[src/rtl/lzss_pkg.sv]
// -----------------------------------------------------------------------------
// lzss_pkg
// Shared definitions for the LZSS encoder/decoder pair: codeword field
// positions, match-length bias, decoder FSM states and dictionary defaults.
// No ports.
// -----------------------------------------------------------------------------
package lzss_pkg;

    // Dictionary geometry; must match the encoder.
    localparam int DEF_DICT_DEPTH = 256;
    localparam int DEF_SYM_W      = 8;

    // Codeword layout: {flag, pos/literal[7:0], len_code[1:0]}.
    localparam int CW_W     = 11;
    localparam int FLAG_BIT = 10;
    localparam int POS_MSB  = 9;
    localparam int POS_LSB  = 2;
    localparam int LEN_MSB  = 1;

    // Length code 0 encodes the shortest useful match.
    localparam int LEN_BASE = 2;

    typedef enum logic [1:0] {
        S_IDLE = 2'd0,
        S_COPY = 2'd1,
        S_DONE = 2'd2
    } state_t;

endpackage

[src/rtl/lzss_dict_shift.sv]
// -----------------------------------------------------------------------------
// lzss_dict_shift
// Sliding dictionary: DEPTH x SYM_W shift register, newest byte at index 0.
// Ports:
//   clk, reset      clock, asynchronous active-low reset
//   shift_en, din   push din into entry 0, oldest entry falls off the end
//   rd_idx, rd_data combinational read port
//   fill            number of valid entries, saturates at DEPTH
// -----------------------------------------------------------------------------
module lzss_dict_shift
    import lzss_pkg::*;
#(
    parameter int DEPTH = DEF_DICT_DEPTH,
    parameter int SYM_W = DEF_SYM_W,
    localparam int IW   = $clog2(DEPTH),
    localparam int FW   = $clog2(DEPTH + 1)
) (
    input  logic             clk,
    input  logic             reset,
    input  logic             shift_en,
    input  logic [SYM_W-1:0] din,
    input  logic [IW-1:0]    rd_idx,
    output logic [SYM_W-1:0] rd_data,
    output logic [FW-1:0]    fill
);

    logic [SYM_W-1:0] mem [DEPTH];

    // NOTE: this storage is reset on purpose: a match that points at a
    // never-written entry must read back 0, so a plain RAM without reset
    // would not behave correctly here.
    always_ff @(posedge clk or negedge reset) begin
        if (!reset) begin
            for (int i = 0; i < DEPTH; i++) begin
                mem[i] <= '0;
            end
            fill <= '0;
        end else if (shift_en) begin
            // NOTE: non-blocking assignments make every entry take its
            // neighbour's old value in parallel, which is what a shift needs.
            mem[0] <= din;
            for (int i = 1; i < DEPTH; i++) begin
                mem[i] <= mem[i-1];
            end
            if (fill != FW'(DEPTH)) begin
                fill <= fill + 1'b1;
            end
        end
    end

    assign rd_data = mem[rd_idx];

endmodule

[src/rtl/lzss_decoder.sv]
// -----------------------------------------------------------------------------
// lzss_decoder
// Rebuilds the byte stream from the LZSS encoder's 11-bit codewords.
// Literals emit one byte; matches copy len bytes out of the mirrored
// dictionary, one byte per cycle.
// Ports:
//   clk, reset            clock, asynchronous active-low reset
//   cw_valid/cw_data/cw_ready   codeword input handshake
//   enc_finish            encoder finished (level or pulse, latched)
//   out_data/out_valid/out_ready  decoded byte output handshake
//   dec_num               bytes accepted downstream (wraps)
//   done                  stream fully decoded and drained (sticky)
//   err                   match referenced outside the filled dictionary (sticky)
// -----------------------------------------------------------------------------
module lzss_decoder
    import lzss_pkg::*;
#(
    parameter int DICT_DEPTH = DEF_DICT_DEPTH,
    parameter int SYM_W      = DEF_SYM_W,
    parameter int CNT_W      = 12
) (
    input  logic             clk,
    input  logic             reset,
    input  logic             cw_valid,
    input  logic [CW_W-1:0]  cw_data,
    output logic             cw_ready,
    input  logic             enc_finish,
    output logic [SYM_W-1:0] out_data,
    output logic             out_valid,
    input  logic             out_ready,
    output logic [CNT_W-1:0] dec_num,
    output logic             done,
    output logic             err
);

    localparam int IW = $clog2(DICT_DEPTH);
    localparam int FW = $clog2(DICT_DEPTH + 1);

    state_t           state;
    logic [IW:0]      src;       // one extra bit so out-of-range positions are visible
    logic [2:0]       rem;
    logic             fin_q;
    logic             run_q;     // holds cw_ready low until the first clock after reset

    logic             adv;
    logic             accept;
    logic             is_match;
    logic [2:0]       len;
    logic [IW:0]      match_src;
    logic             go_done;
    logic             shift_en;
    logic [SYM_W-1:0] shift_din;
    logic [SYM_W-1:0] rd_data;
    logic [SYM_W-1:0] copy_byte;
    logic [FW-1:0]    fill;

    // NOTE: every signal gets a value at the top of always_comb so no path
    // through the block leaves it unassigned and infers a latch.
    always_comb begin
        adv       = !out_valid || out_ready;
        cw_ready  = run_q && (state == S_IDLE) && adv && !done;
        accept    = cw_valid && cw_ready;
        is_match  = cw_data[FLAG_BIT];
        len       = {1'b0, cw_data[LEN_MSB:0]} + 3'(LEN_BASE);
        // Bytes are read oldest-first, so the copy starts at the far end.
        match_src = (IW+1)'(cw_data[POS_MSB:POS_LSB]) + (IW+1)'(len) - (IW+1)'(1);
        // Positions beyond the dictionary have no storage and read as 0.
        copy_byte = src[IW] ? '0 : rd_data;
        shift_en  = (accept && !is_match) || ((state == S_COPY) && adv);
        shift_din = (state == S_COPY) ? copy_byte : cw_data[POS_MSB:POS_LSB];
        go_done   = fin_q && (state == S_IDLE) && !accept && adv && run_q;
    end

    lzss_dict_shift #(
        .DEPTH (DICT_DEPTH),
        .SYM_W (SYM_W)
    ) u_dict (
        .clk      (clk),
        .reset    (reset),
        .shift_en (shift_en),
        .din      (shift_din),
        .rd_idx   (src[IW-1:0]),
        .rd_data  (rd_data),
        .fill     (fill)
    );

    always_ff @(posedge clk or negedge reset) begin
        if (!reset) begin
            state     <= S_IDLE;
            src       <= '0;
            rem       <= '0;
            fin_q     <= 1'b0;
            run_q     <= 1'b0;
            out_data  <= '0;
            out_valid <= 1'b0;
            dec_num   <= '0;
            done      <= 1'b0;
            err       <= 1'b0;
        end else begin
            run_q <= 1'b1;
            fin_q <= fin_q | enc_finish;

            if (out_valid && out_ready) begin
                dec_num <= dec_num + 1'b1;
            end

            case (state)
                S_IDLE: begin
                    if (accept && !is_match) begin
                        out_data  <= cw_data[POS_MSB:POS_LSB];
                        out_valid <= 1'b1;
                    end else if (accept) begin
                        src       <= match_src;
                        rem       <= len;
                        out_valid <= 1'b0;
                        state     <= S_COPY;
                        if (match_src[IW] || (match_src >= fill)) begin
                            err <= 1'b1;
                        end
                    end else if (adv) begin
                        out_valid <= 1'b0;
                        if (go_done) begin
                            state <= S_DONE;
                            done  <= 1'b1;
                        end
                    end
                end

                // src stays put: each shift slides the next source byte into it.
                S_COPY: begin
                    if (adv) begin
                        out_data  <= copy_byte;
                        out_valid <= 1'b1;
                        rem       <= rem - 1'b1;
                        if (rem == 3'd1) begin
                            state <= S_IDLE;
                        end
                    end
                end

                S_DONE: begin
                    if (adv) begin
                        out_valid <= 1'b0;
                    end
                end

                default: state <= S_IDLE;
            endcase
        end
    end

endmodule
[config.mk]
export PLATFORM = sky130hd
export DESIGN_NAME = lzss_decoder
export DESIGN_NICKNAME = d
export VERILOG_FILES = /design/src/rtl/lzss_pkg.sv /design/src/rtl/lzss_dict_shift.sv /design/src/rtl/lzss_decoder.sv
export SDC_FILE = /design/constraint.sdc
export NUM_CORES = 2
export LEC_CHECK = 0
export CAP_MARGIN = 20
export CORE_MARGIN = 3
export CORE_UTILIZATION = 55
export CTS_CLUSTER_DIAMETER = 40
export DETAILED_ROUTE_END_ITERATION = 12
export PLACE_DENSITY_LB_ADDON = 0.08
export SYNTH_ARGS = -nofsm -noshare
export SYNTH_HDL_FRONTEND = slang
export SYNTH_SLANG_ARGS = --single-unit
[constraint.sdc]
create_clock -name clk -period 7.4 [get_ports clk]
set_clock_uncertainty 0.2 [all_clocks]
set_input_delay 1.48 -clock clk [delete_from_list [all_inputs] [get_ports clk]]
set_output_delay 1.48 -clock clk [all_outputs]
set_load 0.01 [all_outputs]
# --- Word-level counts from Yosys, hierarchy flattened ---
# Index checks and enable logic that the tools add are counted.
totals:
  word_cells: 344
  inputBits: 16
  mem_bits_ro: 0
  ramBits: 0
  latchBits: 0
  output_inout_bits: 24
  reg_bits: 2096
  mem_count: 0
op_classes:
  n_mux: 24
  n_mul: 0
  n_addsub: 6
  div: 0
  bitwise_logic: 5
  order_cmp: 2
  reduce_logical: 29
  shift: 0
  eq_ne: 11
op_table:
  columns: ["op", "count"]
  rows:
  - ["binary-select mux 8 bit (select 8 bit)", 1]
  - ["two-way mux 8 bit", 6]
  - ["case mux 8 bit (2 select lines)", 1]
  - ["adder 12 x 1 -> 12 bit (second input constant)", 1]
  - ["two-way mux 2 bit", 6]
  - ["logical AND 1 bit", 11]
  - ["adder 8 x 3 -> 9 bit", 1]
  - ["adder 9 x 1 -> 9 bit (second input constant)", 1]
  - [">= comparator 9 bit", 1]
  - [">= comparator 9 bit (second input constant)", 1]
  - ["two-way mux 3 bit", 3]
  - ["inequality test 9 bit (second input constant)", 1]
  - ["inverter 8 -> 9 bit", 1]
  - ["subtractor 9 x 1 -> 9 bit (second input constant)", 1]
  - ["inequality test 2 bit (second input constant)", 4]
  - ["AND reduction 4 bit", 2]
  - ["inequality test 3 bit (second input constant)", 2]
  - ["case mux 2 bit (3 select lines)", 1]
  - ["case mux 3 bit (2 select lines)", 1]
  - ["AND reduction 3 bit", 2]
  - ["AND reduction 6 bit", 1]
  - ["AND reduction 5 bit", 1]
  - ["zero test 1 bit", 4]
  - ["two-way mux 1 bit", 4]
  - ["14 further kinds", 19]

# --- Longest topological paths before layout ---
depth:
  depth_word: 14
  mapped_depth: 15
  ltp_nobuf: 15

# --- Modules after synthesis ---
# From an unflattened synthesis, not the netlist that was laid out.
unflattened:
  hier_cells: 5917
  area_unflattened_um2: 94403.0
modules_own_cells:
  columns: ["module", "instances", "seq_area_each_um2", "cells_each", "area_each_um2"]
  rows:
  - ["lzss_dict_shift", 1, 51474.4, 5663, 91899.4]
  - ["lzss_decoder", 1, 975.9, 254, 2503.7]

# --- Worst setup path after synthesis ---
# No wires, ideal clock.
synth_path:
  path_kind: "input port to flip-flop"
  start: "input port cw_data[3]"
  end: "register err"
  setup_slack_ns: 3.246
  t_required_ns: 7.056
  arrival_ns: 3.810
  setup_ns: 0.144
  n_path_buf: 0
  path_stages: 15
  path_cell_list: "inv_1 -> ha_1 -> inv_1 -> ha_1 -> fa_1 -> a21oi_1 -> nor2_1 -> nor2_1 -> o21bai_1 -> a21oi_1 -> xnor2_1 -> ha_1 -> a21o_1 -> a31oi_1 -> o221ai_1"
synth_via:
  elab_chain_len: 5
synth_rtl:
  columns: ["item", "line", "source"]
  rows:
  - ["start, declared", "lzss_decoder.sv:25", "input logic [CW_W-1:0] cw_data,"]
  - ["adder 8 x 3 -> 9 bit", "lzss_decoder.sv:66", "match_src = (IW+1)'(cw_data[POS_MSB:POS_LSB]) + (IW+1)'(len) - (IW+1)'(1);"]
  - ["subtractor 9 x 1 -> 9 bit", "lzss_decoder.sv:66", null]
  - ["via match_src[7]", "lzss_decoder.sv:49", "logic [IW:0] match_src;"]
  - [">= comparator 9 bit", "lzss_decoder.sv:117", "if (match_src[IW] || (match_src >= fill)) begin"]
  - ["logical OR 1 bit", "lzss_decoder.sv:117", null]
  - ["AND reduction 4 bit (no line)", null, null]
  - ["end signal, assigned", "lzss_decoder.sv:98", "err <= 1'b0;"]
  - ["end signal, assigned", "lzss_decoder.sv:118", "err <= 1'b1;"]
  - ["end, declared", "lzss_decoder.sv:33", "output logic err"]
# The timed path passes the listed nets, and every way through them passes these cells.
# A chain may end at the register's enable or synchronous reset.

# --- Worst setup path in the final report ---
layout_path:
  start: "register src[0]"
  end: "register out_data[4]"
layout_via:
  elab_chain_len: 7
layout_rtl:
  columns: ["item", "line", "source"]
  rows:
  - ["start, declared", "lzss_decoder.sv:40", "logic [IW:0] src;"]
  - ["start signal, assigned", "lzss_decoder.sv:113", "src <= match_src;"]
  - ["inverter 8 -> 9 bit (implied by the code)", "lzss_dict_shift.sv:51", "assign rd_data = mem[rd_idx];"]
  - ["binary-select mux 8 bit (select 8 bit)", "lzss_dict_shift.sv:51", null]
  - ["two-way mux 8 bit (implied by the code) (2 in a row)", "lzss_dict_shift.sv:51", null]
  - ["two-way mux 8 bit", "lzss_decoder.sv:68", "copy_byte = src[IW] ? '0 : rd_data;"]
  - ["two-way mux 8 bit", "lzss_decoder.sv:131", "if (adv) begin"]
  - ["case mux 8 bit (2 select lines)", "lzss_decoder.sv:107", "case (state)"]
  - ["end signal, assigned", "lzss_decoder.sv:110", "out_data <= cw_data[POS_MSB:POS_LSB];"]
  - ["end signal, assigned", "lzss_decoder.sv:132", "out_data <= copy_byte;"]
  - ["end, declared", "lzss_decoder.sv:28", "output logic [SYM_W-1:0] out_data,"]
# No other way between the ends. The select of a mux whose other input is x is not followed.

==> out/results.ini <==
[timing]
finalCriticalPeriod_ps = 4996
post-route-period-util_pct = 67.51
max_freq_ghz = 0.2002
tightest_slew_ps = 1121
rsz0062_at_grt = no
relSlewSlack_pct = 25.16
slew_viol_final = 0
fin_setup_tns_ps = 0
finalHoldViolCount = 0
finalSetupViolCount = 0

[floorplanning]
ios = 40
die_area_mm2 = 0.1793
start_util_pct = 55.58
chipWidth_um = 423.5
coreArea_mm2 = 0.1725
die_h_um = 423.5
rows = 152

[global_routing]
grt.overflow.total = 0
antenna_found_initial = 2
grt_max_degree = 214
grt_pass1_wl_um = 387100
first_global_vias = 69643
grt_usage_pct = 26.76

[cts]
numCtsBuffers = 312
cts_tree = built
cts.clk_slew.worst_paths_ps = 60
ctsLongestPathBuffers = 4
root_buffer = clkbuf_16
cts_sinks = 2096
clock_latency_ps = 910
h-tree-depth = 5
cts_hold_buf = 0
cts_resized = 0
cts_setup_buffers = 0

[power_and_ir_drop]
switching_power_mw = 9.313
seqPwrFrac_pct = 37.4
power_density_mw_per_mm2 = 295.0
comb_power_share_pct = 16.3
power.share.clock_pct = 46.3
p_int_mw = 22.69
swShare_pct = 29.10
ir_drop_uv = 245.5
cellLeakagePower_nw = 57.29

[worst_setup_path]
reg2reg_depth = 8
r2r_slack_ps = 2400
regToRegEndpoint = out_data[4]$_DFFE_PN0P_
cp_max_fo = 51
crit_chain = buf_12 -> buf_12 -> mux4_2 -> a2111oi_0 -> a311oi_1 -> and4_1 -> a32oi_1 -> a21oi_1
critPathTopFamily = compound AO/OA/AOI/OAI gates
worstSetupPathType = reg -> reg
crit_path_top_delay_cell = dfrtp_4
crit_arrival_ps = 5530
r2r_start = src[0]$_DFFE_PN0P_
start_kind = flip-flop
crit_required_ps = 7940
worst_path_largest_cell_delay_ps = 1060
path_common_cell = buf_12
end_kind = flip-flop
worst-path-buf-inv = 2

[min_path]
worst_hold_path.endpoint = u_dict.mem[314]$_DFFE_PN0P_
holdPathStages = 2
worstHoldStart = u_dict.mem[322]$_DFFE_PN0P_
min_path_type = reg -> reg

[drt]
drt-initial-drc-count = 6766
dr.pass1.iters = 6
viasPerCell = 5.535
wirelength_um = 237800
wl_per_cell_um = 18.58
vias = 70830
drcViolationCount = 0
ant_nets = 0

[synth]
yosysUniqueCellTypes = 82
postSynthNetCount = 10448
synth_top_cell_area_share_pct = 54.71
synthArstFlopShare_pct = 100.0
ys_ff_latch = 2096
synth_top_area_cell = dfrtp_1
synth_edf_count = 0
synthTopCellsByArea = dfrtp_1 (55%), nand2_1 (24%), mux4_2 (9.7%), mux2i_1 (2.6%), clkbuf_1 (2.0%)
syn_area_mm2 = 0.09586
synth-main-ff-cell = dfrtp_1
yosysSeqAreaShare_pct = 54.71
yosys_warnings = 0
netlist_instances = 10403
syn_avg_cell_area_um2 = 9.215

[finish]
nets = 10301
drive_above_1_share_pct = 10.85
multi_input_comb_area_mm2 = 0.04037
nFillCells = 14152
area_growth_pct = 13.16
finalInstanceArea_mm2 = 0.1085
seq_area_mm2 = 0.05247
fin_cells = 12796

[outcome]
outcome = completed

[place]
place_congestion = 0.8104
dp_hpwl_um = 141200
placed_area_mm2 = 0.09799
place_inst = 12251
io_buffers = 39

[job]
max_cap_viol_count = 0

tightest hold or removal path: stages (launching register included):
cell and delay, ps:
dfrtp_1 360, nand2_1 60, nand2_1 50
cell families after synthesis:
kind of cell,synth area share [%]
compound gates,3.036
xor+xnor,0.2193
fa+ha+maj,0.3863
buf+inv,3.241
flops,54.71
mux,12.60
other cells,0.003912
simple gates,25.80
cells in the mapped netlist, types with 35 or more instances:
| cell type | n |
|---|---|
| a22oi_1 | 40 |
| o221ai_1 | 46 |
| mux4_2 | 412 |
| nor2_1 | 57 |
| buf_2 | 43 |
| nand2_1 | 6206 |
| nand3_1 | 46 |
| buf_4 | 37 |
| inv_1 | 35 |
| a21oi_1 | 62 |
| mux2i_1 | 246 |
| clkbuf_1 | 518 |
| dfrtp_1 | 2096 |
| o21ai_0 | 61 |
| o22ai_1 | 71 |
registers in the layout (all words and copies together) (netlist names):
| name | cells |
|---|---|
| dec_num | 12 |
| out_valid | 1 |
| fin_q | 1 |
| done | 1 |
| u_dict.mem | 2048 |
| src | 9 |
| run_q | 1 |
| rem | 3 |
| err | 1 |
| out_data | 8 |
| state | 2 |
| u_dict.fill | 9 |
stage by stage:
step | hold WS, ps | power, mW | worst slack [ps] | util [%]
5_1_grt | 290.0 | 33.10 | 2180 | 62.89
2_1_floorplan | 240.6 | 15.26 | 3246 | -
3_3_place_gp | 253.0 | 17.43 | 2229 | 56.81
6_report | 261.1 | 32.00 | 2404 | 62.89
4_1_cts | 270.9 | 32.34 | 2249 | 62.87
3_5_place_dp | 257.7 | 17.43 | 2269 | 56.81
layer usage:
layer  part of all wire [%]  vias to the layer above  GRT usage [%]
met3                    4.4                      430          3.683
met4                    3.1                        0          8.502
li1                       -                    33338              -
met2                     48                     1500          43.29
met5                      0                        -              0
met1                     45                    35562          37.84
layout make-up:
cell class | count | area share [%]
timing repair buffer | 195 | 1.981
clock inverter | 170 | 1.841
inverter | 38 | 0.1338
clock buffer | 372 | 7.800
antenna | 2 | 0.004613
multi-input combinational | 7613 | 37.21
sequential | 2096 | 48.36
tap | 2310 | 2.664
power groups by stage:
| stage | sequential [mW] | clock, mW | combinational, mW |
|---|---|---|---|
| 6_report | 12.0 | 14.8 | 5.22 |
| 5_1_grt | 12.0 | 15.6 | 5.53 |
| 4_1_cts | 12.0 | 15.1 | 5.29 |
| 3_5_place_dp | 12.2 | 0 | 5.28 |
| 3_3_place_gp | 12.2 | 0 | 5.28 |
| 2_1_floorplan | 11.9 | 0 | 3.32 |
worst max path at each step:
stage                        from                      end  slack [ps]  cells after the start
6_report       src[0]$_DFFE_PN0P_  out_data[4]$_DFFE_PN0P_        2400                      8
5_1_grt        src[0]$_DFFE_PN0P_  out_data[4]$_DFFE_PN0P_        2180                      8
4_1_cts        src[0]$_DFFE_PN0P_  out_data[4]$_DFFE_PN0P_        2250                      8
3_5_place_dp   src[0]$_DFFE_PN0P_  out_data[4]$_DFFE_PN0P_        2270                      8
3_3_place_gp   src[0]$_DFFE_PN0P_  out_data[4]$_DFFE_PN0P_        2230                      8
2_1_floorplan          cw_data[3]          err$_DFFE_PN0P_        3250                     15
cells in the final DEF (no fill, tap or decap), types with 38 or more instances in the layout:
cell type        netlist  layout
buf_12                 4      44
o22ai_1               71      71
nor2_1                57      56
mux4_2               412     412
buf_4                 37     111
nand2_1             6206    6205
o21ai_0               61      60
clkdlybuf4s50_1        0      38
mux2i_1              246     246
clkinv_2               0      38
nand3_1               46      46
a21oi_1               62      61
a22oi_1               40      40
o221ai_1              46      46
dfrtp_1             2096    2091
clkbuf_16              0     319
Note: power is estimated with default switching activity, not from simulation.
